`config.mk`:
```
export PLATFORM = sky130hd
export DESIGN_NAME = matrix_mult_avalon_slave_flat
export DESIGN_NICKNAME = d
export VERILOG_FILES = /design/src/rtl/matrix_mult_avalon_slave_if.sv /design/src/rtl/matrix_mult_avalon_slave.sv /design/src/flat_wrapper.sv
export SDC_FILE = /design/constraint.sdc
export NUM_CORES = 2
export LEC_CHECK = 0
export CAP_MARGIN = 10
export CORE_ASPECT_RATIO = 1.25
export CORE_MARGIN = 2
export CORE_UTILIZATION = 40
export CTS_BUF_LIST = sky130_fd_sc_hd__clkbuf_8
export CTS_CLUSTER_SIZE = 10
export DETAILED_ROUTE_END_ITERATION = 7
export PLACE_DENSITY = 0.64
export SLEW_MARGIN = 40
export SYNTH_ARGS = -nofsm -noshare
export SYNTH_HDL_FRONTEND = slang
export SYNTH_SLANG_ARGS = --single-unit
```
`constraint.sdc`:
```
create_clock -name clk -period 13.6 [get_ports clk]
set_clock_uncertainty 0.1 [all_clocks]
set_input_delay 2.72 -clock clk [delete_from_list [all_inputs] [get_ports clk]]
set_output_delay 2.72 -clock clk [all_outputs]
set_load 0.01 [all_outputs]
```
`src/rtl/matrix_mult_avalon_slave_if.sv`:
```
// Avalon-MM slave bus bundle for the matrix multiplier peripheral.
interface matrix_mult_avalon_slave_if #(
  parameter int AW = 4
) ();
  logic          chipselect;
  logic [AW-1:0] address;
  logic          read;
  logic          write;
  logic [3:0]    byteenable;
  logic [31:0]   writedata;
  logic [31:0]   readdata;
  logic          readdatavalid;

  modport slave (
    input  chipselect, address, read, write, byteenable, writedata,
    output readdata, readdatavalid
  );

  modport master (
    output chipselect, address, read, write, byteenable, writedata,
    input  readdata, readdatavalid
  );
endinterface

```
`src/rtl/matrix_mult_avalon_slave.sv`:
```
// Avalon-MM matrix multiplier: holds signed N x N operands A and B, computes
// C = A x B with one sequential MAC (N^3 cycles), exposes CTRL/STATUS and irq.
module matrix_mult_avalon_slave #(
  parameter int N      = 2,
  parameter int DATA_W = 16,
  parameter int AW     = $clog2(3*N*N+2)
) (
  input  logic                           clk,
  input  logic                           rst,
  matrix_mult_avalon_slave_if.slave      avs,
  output logic                           irq
);
  localparam int NN    = N*N;
  localparam int EW    = $clog2(NN);
  localparam int IW    = $clog2(N);
  localparam int ACC_W = 2*DATA_W + $clog2(N);

  localparam logic [AW-1:0] B_BASE    = AW'(NN);
  localparam logic [AW-1:0] C_BASE    = AW'(2*NN);
  localparam logic [AW-1:0] CTRL_ADDR = AW'(3*NN);
  localparam logic [AW-1:0] STAT_ADDR = AW'(3*NN+1);
  localparam logic [IW-1:0] IMAX      = IW'(N-1);

  typedef enum logic {IDLE, CALC} state_t;

  state_t state, state_nxt;

  logic [NN-1:0][DATA_W-1:0] a_mem, b_mem;
  logic [NN-1:0][31:0]       c_mem;

  logic [IW-1:0]           i, j, k;
  logic signed [ACC_W-1:0] acc, acc_nxt;
  logic signed [2*DATA_W-1:0] prod;
  logic                    done, irq_en, busy;

  logic          wr, rd, start_acc, last_mac;
  logic          in_a, in_b, in_c;
  logic [EW-1:0] idx_a, idx_b, idx_c;
  logic [AW-1:0] off_b, off_c;
  logic [31:0]   be_mask, rd_mux;

  // Bus decode: region select and element offset within each region
  always_comb begin
    wr      = avs.chipselect & avs.write;
    rd      = avs.chipselect & avs.read;
    in_a    = avs.address < B_BASE;
    in_b    = (avs.address >= B_BASE) && (avs.address < C_BASE);
    in_c    = (avs.address >= C_BASE) && (avs.address < CTRL_ADDR);
    off_b   = avs.address - B_BASE;
    off_c   = avs.address - C_BASE;
    idx_a   = EW'(avs.address);
    idx_b   = EW'(off_b);
    idx_c   = EW'(off_c);
    be_mask = {{8{avs.byteenable[3]}}, {8{avs.byteenable[2]}},
               {8{avs.byteenable[1]}}, {8{avs.byteenable[0]}}};
    busy    = (state == CALC);
  end

  // Byte-lane merge; lanes above DATA_W fall off the mask slice
  function automatic logic [DATA_W-1:0] merge(input logic [DATA_W-1:0] old);
    return (old & ~be_mask[DATA_W-1:0]) |
           (avs.writedata[DATA_W-1:0] & be_mask[DATA_W-1:0]);
  endfunction

  // MAC datapath: full-precision product and accumulation
  always_comb begin
    prod      = $signed(a_mem[EW'(i*N + k)]) * $signed(b_mem[EW'(k*N + j)]);
    acc_nxt   = acc + ACC_W'(prod);
    start_acc = wr && (avs.address == CTRL_ADDR) && avs.writedata[0] && !busy;
    last_mac  = (i == IMAX) && (j == IMAX) && (k == IMAX);
  end

  // FSM state register
  always_ff @(posedge clk or posedge rst) begin
    if (rst) state <= IDLE;
    else     state <= state_nxt;
  end

  // FSM next state: start launches CALC, final MAC returns to IDLE
  always_comb begin
    state_nxt = state;
    case (state)
      IDLE:    if (start_acc) state_nxt = CALC;
      CALC:    if (last_mac)  state_nxt = IDLE;
      default: state_nxt = IDLE;
    endcase
  end

  // Engine counters, operand/result storage and control bits
  always_ff @(posedge clk or posedge rst) begin
    if (rst) begin
      a_mem  <= '0;
      b_mem  <= '0;
      c_mem  <= '0;
      i      <= '0;
      j      <= '0;
      k      <= '0;
      acc    <= '0;
      done   <= 1'b0;
      irq_en <= 1'b0;
    end else begin
      if (wr && !busy && in_a) a_mem[idx_a] <= merge(a_mem[idx_a]);
      if (wr && !busy && in_b) b_mem[idx_b] <= merge(b_mem[idx_b]);
      if (wr && (avs.address == CTRL_ADDR)) irq_en <= avs.writedata[1];
      // clear first so a same-edge completion below overrides it
      if (wr && (avs.address == STAT_ADDR)) done <= 1'b0;
      if (start_acc) begin
        done <= 1'b0;
        i    <= '0;
        j    <= '0;
        k    <= '0;
        acc  <= '0;
      end else if (busy) begin
        if (k == IMAX) begin
          c_mem[EW'(i*N + j)] <= 32'(acc_nxt);
          acc <= '0;
          k   <= '0;
          if (j == IMAX) begin
            j <= '0;
            i <= i + 1'b1;
            if (i == IMAX) done <= 1'b1;
          end else begin
            j <= j + 1'b1;
          end
        end else begin
          acc <= acc_nxt;
          k   <= k + 1'b1;
        end
      end
    end
  end

  // Read mux: A/B sign-extended, C raw, CTRL/STATUS packed, rest zero
  always_comb begin
    rd_mux = '0;
    if (in_a)      rd_mux = {{(32-DATA_W){a_mem[idx_a][DATA_W-1]}}, a_mem[idx_a]};
    else if (in_b) rd_mux = {{(32-DATA_W){b_mem[idx_b][DATA_W-1]}}, b_mem[idx_b]};
    else if (in_c) rd_mux = c_mem[idx_c];
    else if (avs.address == CTRL_ADDR) rd_mux = {30'b0, irq_en, 1'b0};
    else if (avs.address == STAT_ADDR) rd_mux = {30'b0, done, busy};
  end

  // Fixed one-cycle read latency; readdata holds until the next read
  always_ff @(posedge clk or posedge rst) begin
    if (rst) begin
      avs.readdata      <= '0;
      avs.readdatavalid <= 1'b0;
    end else begin
      avs.readdatavalid <= rd;
      if (rd) avs.readdata <= rd_mux;
    end
  end

  assign irq = done & irq_en;

  logic unused_bits;
  assign unused_bits = ^{avs.writedata[31:DATA_W], be_mask[31:DATA_W]};
endmodule

```
`src/flat_wrapper.sv`:
```
// flat-port wrapper written by rule: the top's interface ports become plain ports
module matrix_mult_avalon_slave_flat 
#(
  parameter int N      = 2,
  parameter int DATA_W = 16,
  parameter int AW     = $clog2(3*N*N+2)
)
  (clk, rst, irq, avs_chipselect, avs_address, avs_read, avs_write, avs_byteenable, avs_writedata, avs_readdata, avs_readdatavalid);
  matrix_mult_avalon_slave_if #(.AW(AW)) avs_i ();
  input  logic clk;
  input  logic rst;
  output logic irq;
  input wire logic [$bits(avs_i.chipselect)-1:0] avs_chipselect;
  input wire logic [$bits(avs_i.address)-1:0] avs_address;
  input wire logic [$bits(avs_i.read)-1:0] avs_read;
  input wire logic [$bits(avs_i.write)-1:0] avs_write;
  input wire logic [$bits(avs_i.byteenable)-1:0] avs_byteenable;
  input wire logic [$bits(avs_i.writedata)-1:0] avs_writedata;
  output wire logic [$bits(avs_i.readdata)-1:0] avs_readdata;
  output wire logic [$bits(avs_i.readdatavalid)-1:0] avs_readdatavalid;
  assign avs_i.chipselect = avs_chipselect;
  assign avs_i.address = avs_address;
  assign avs_i.read = avs_read;
  assign avs_i.write = avs_write;
  assign avs_i.byteenable = avs_byteenable;
  assign avs_i.writedata = avs_writedata;
  assign avs_readdata = avs_i.readdata;
  assign avs_readdatavalid = avs_i.readdatavalid;
  matrix_mult_avalon_slave #(.N(N), .DATA_W(DATA_W), .AW(AW)) u_core (.clk(clk), .rst(rst), .avs(avs_i), .irq(irq));
endmodule
```
==> flow_summary.toml <==
[critical_path]
crit_type = "reg -> reg"
critPathLaunch = "u_core.k"
worst_setup_path_end_kind = "flip-flop"
start_kind = "flip-flop"
cp.required_ns = 14.00
path_max_fanout = 51
r2r-start = "u_core.k"
cp.arrival_ns = 9.14

[drt]
dr_wl_met3_um = 3607
ant_nets = 0
vias = 18198
drcViolationCount = 0
wl_per_cell_um = 19.14
wl_met1_um = 27400
first_pass_iters = 5
via_per_inst = 5.287
maxUsedRoutingLayer = "met4"
wl_met2_um = 32460
dr.first_iter.drc_count = 1065
drt_wl_total_um = 65870

[place]
portBuffers = 60
numPlacedInstances = 3341
dp_hpwl_um = 48250
gp_congestion = 0.8528
post_dp_cell_area_sq_um = 27000

[clock_tree]
cts_tree = "yes"
clkTransAtPathRegs_ns = 0.07
cts_buffer_depth = 3
holdBufCountCts = 0
clkLatencyLatePin_ns = 0.66
cts_setup_buffers = 0
root_buffer = "clkbuf_8"
cts.repair.resized = 0
htree_levels = 2
cts.sinks = 327
numCtsBuffers = 54

[finish]
layout_common_cells = "390 x nand2_1, 362 x inv_1, 326 x dfrtp_1, 292 x fa_1, 203 x o21ai_0"
multi_input_area_sq_um = 15560
fin_nets = 2992
ff_latch_area_sq_um = 8184
n_fill_cell = 5956
fin_area_sq_um = 28300
syn2layout_area_growth_pct = 10.83
layout_commonest_cell = "nand2_1"
drive_gt1_frac = 0.1088
fin_cells = 3442

[sta]
hold_viol_final = 0
finalSetupViolCount = 0
fmax_mhz = 114.4
tightest_slew_ns = 0.8624
slew_viol_final = 0
relSlewSlack = 0.4212
timing.final.crit_share = 0.6428
rsz0062_at_grt = "false"
min_period_ns = 8.741
tns_ns = 0

[synth]
synth.top_cell.area_share = 0.3205
synthFlopType = "dfrtp_1"
synth_area_leaders = "dfrtp_1 32%, fa_1 23%, mux4_2 6.9%"
avgSynthCellArea_sq_um = 10.06
synth_cell_types = 60
synth_edf_count = 0
yosysWarnings = 0
syn_inst = 2537
synth_nets = 2972
ys_seq_elements = 327
netlist_area_sq_um = 25530
synth-async-reset-ratio = 1.000
yosys.area.top_type = "dfrtp_1"
seq_area_frac_synth = 0.3205

[grt]
grt-ovfl-total = 0
grt_max_degree = 122
grt_pass1_vias = 19901
antenna_found_initial = 2
grt_pass1_wl_um = 108000
groute.usage.overall = 0.2075

[floorplanning]
dieHeight_um = 286.5
rows = 103
core_area_sq_um = 63150
die-area_sq_um = 65890
start_util = 0.4044
ioPinCount = 79
die_x_um = 230.0

[job]
max-cap-violations = 0

[worst_hold_path]
hold_path.class = "reg -> reg"
min_from = "u_core.c_mem[74]"

[run_status]
status = "complete, no violations"
through the flow:
stage               utilization  hold slack [ns]  setup slack [ns]
global route             0.4481           0.3989             4.448
finish                   0.4481           0.3733             4.859
global placement         0.4271           0.3565             4.792
floorplan                     -           0.3446             1.725
CTS                      0.4480           0.3796             4.882
detailed placement       0.4275           0.3655             4.973
area by class of cell:
class | instances | area share
Inverter | 355 | 0.04753
Clock buffer | 66 | 0.03210
Multi-Input combinational cell | 1723 | 0.5499
Antenna cell | 1 | 0.00008843
Clock inverter | 34 | 0.01348
Sequential cell | 327 | 0.2892
Tap cell | 840 | 0.03714
Timing Repair Buffer | 96 | 0.03055
kinds of logic (layout without fill, tap and decap cells):
group	after synthesis	after routing	synth area share
and+or+nand+nor	677	677	0.1089
buffers and inverters	487	551	0.07242
AOI/OAI and AO/OA	427	427	0.09310
adders and majority gates	390	390	0.2770
DFF	327	327	0.3205
muxes	186	186	0.1131
xor gates and xnor gates	43	43	0.01504
other	0	1	0
Yosys cell counts, types with 4 or more instances:
master      n
nand4_1     4
a21oi_1   119
mux2_2     40
fa_1      292
nor2b_1    21
and2_1     30
inv_1     355
a21o_1     10
ha_1       98
nor2_1    191
nor3_1      4
o21a_1     14
xnor2_1    29
buf_2      17
o21ai_1    40
nand3_1     5
a22o_1      5
mux2i_1    67
dfrtp_1   327
clkbuf_1  107
nand2b_1   18
nand2_1   391
buf_1       8
xor2_1     13
mux4_2     78
o21ai_0   209
sequential cells by signal, summed over array words and instances, names as in the netlist:
register                  flops
u_core.i                      1
u_core.a_mem                 64
u_core.irq_en                 1
u_core.acc                   32
u_core.done                   1
u_core.c_mem                128
u_core.avs.readdata          32
u_core.busy                   1
u_core.j                      1
u_core.b_mem                 64
u_core.k                      1
u_core.avs.readdatavalid      1
critical path, cell delays in order, from the launching register on:
cell and delay [ns]:
dfrtp_2 0.71, buf_4 0.62, mux4_2 0.80, nand2_1 0.21, inv_1 0.08, fa_1 0.74
inv_1 0.11, fa_1 0.71, inv_1 0.19, fa_1 0.53, inv_1 0.05, fa_1 0.55
fa_1 0.44, fa_1 0.51, inv_1 0.05, ha_1 0.34, a21o_1 0.22, a21oi_1 0.21
and3_1 0.22, o311ai_1 0.18, a31o_1 0.26, a21oi_1 0.16, xor2_1 0.44, o21ai_1 0.14
metal layers:
layer,vias up,global-route usage
met5,-,0
met3,143,0.02822
met2,612,0.3550
li1,8190,-
met4,0,0.07871
met1,9253,0.2689
path summary, 6_finish.rpt:
kind | to | slack [ns] | depth (start not counted)
min in group asynchronous | u_core.avs.readdata[6] | 2.47 | 2
hold / removal | u_core.c_mem[74] | 0.37 | 2
setup reg to reg | u_core.c_mem[61] | 4.86 | 23
setup / recovery | u_core.c_mem[61] | 4.86 | 23
max in group asynchronous | u_core.acc[29] | 9.09 | 4
hold reg to reg | u_core.c_mem[74] | 0.37 | 2
Power is left out: the tool's default activity adds up to more than one toggle a clock period on the data nets, which glitch-free logic cannot reach.
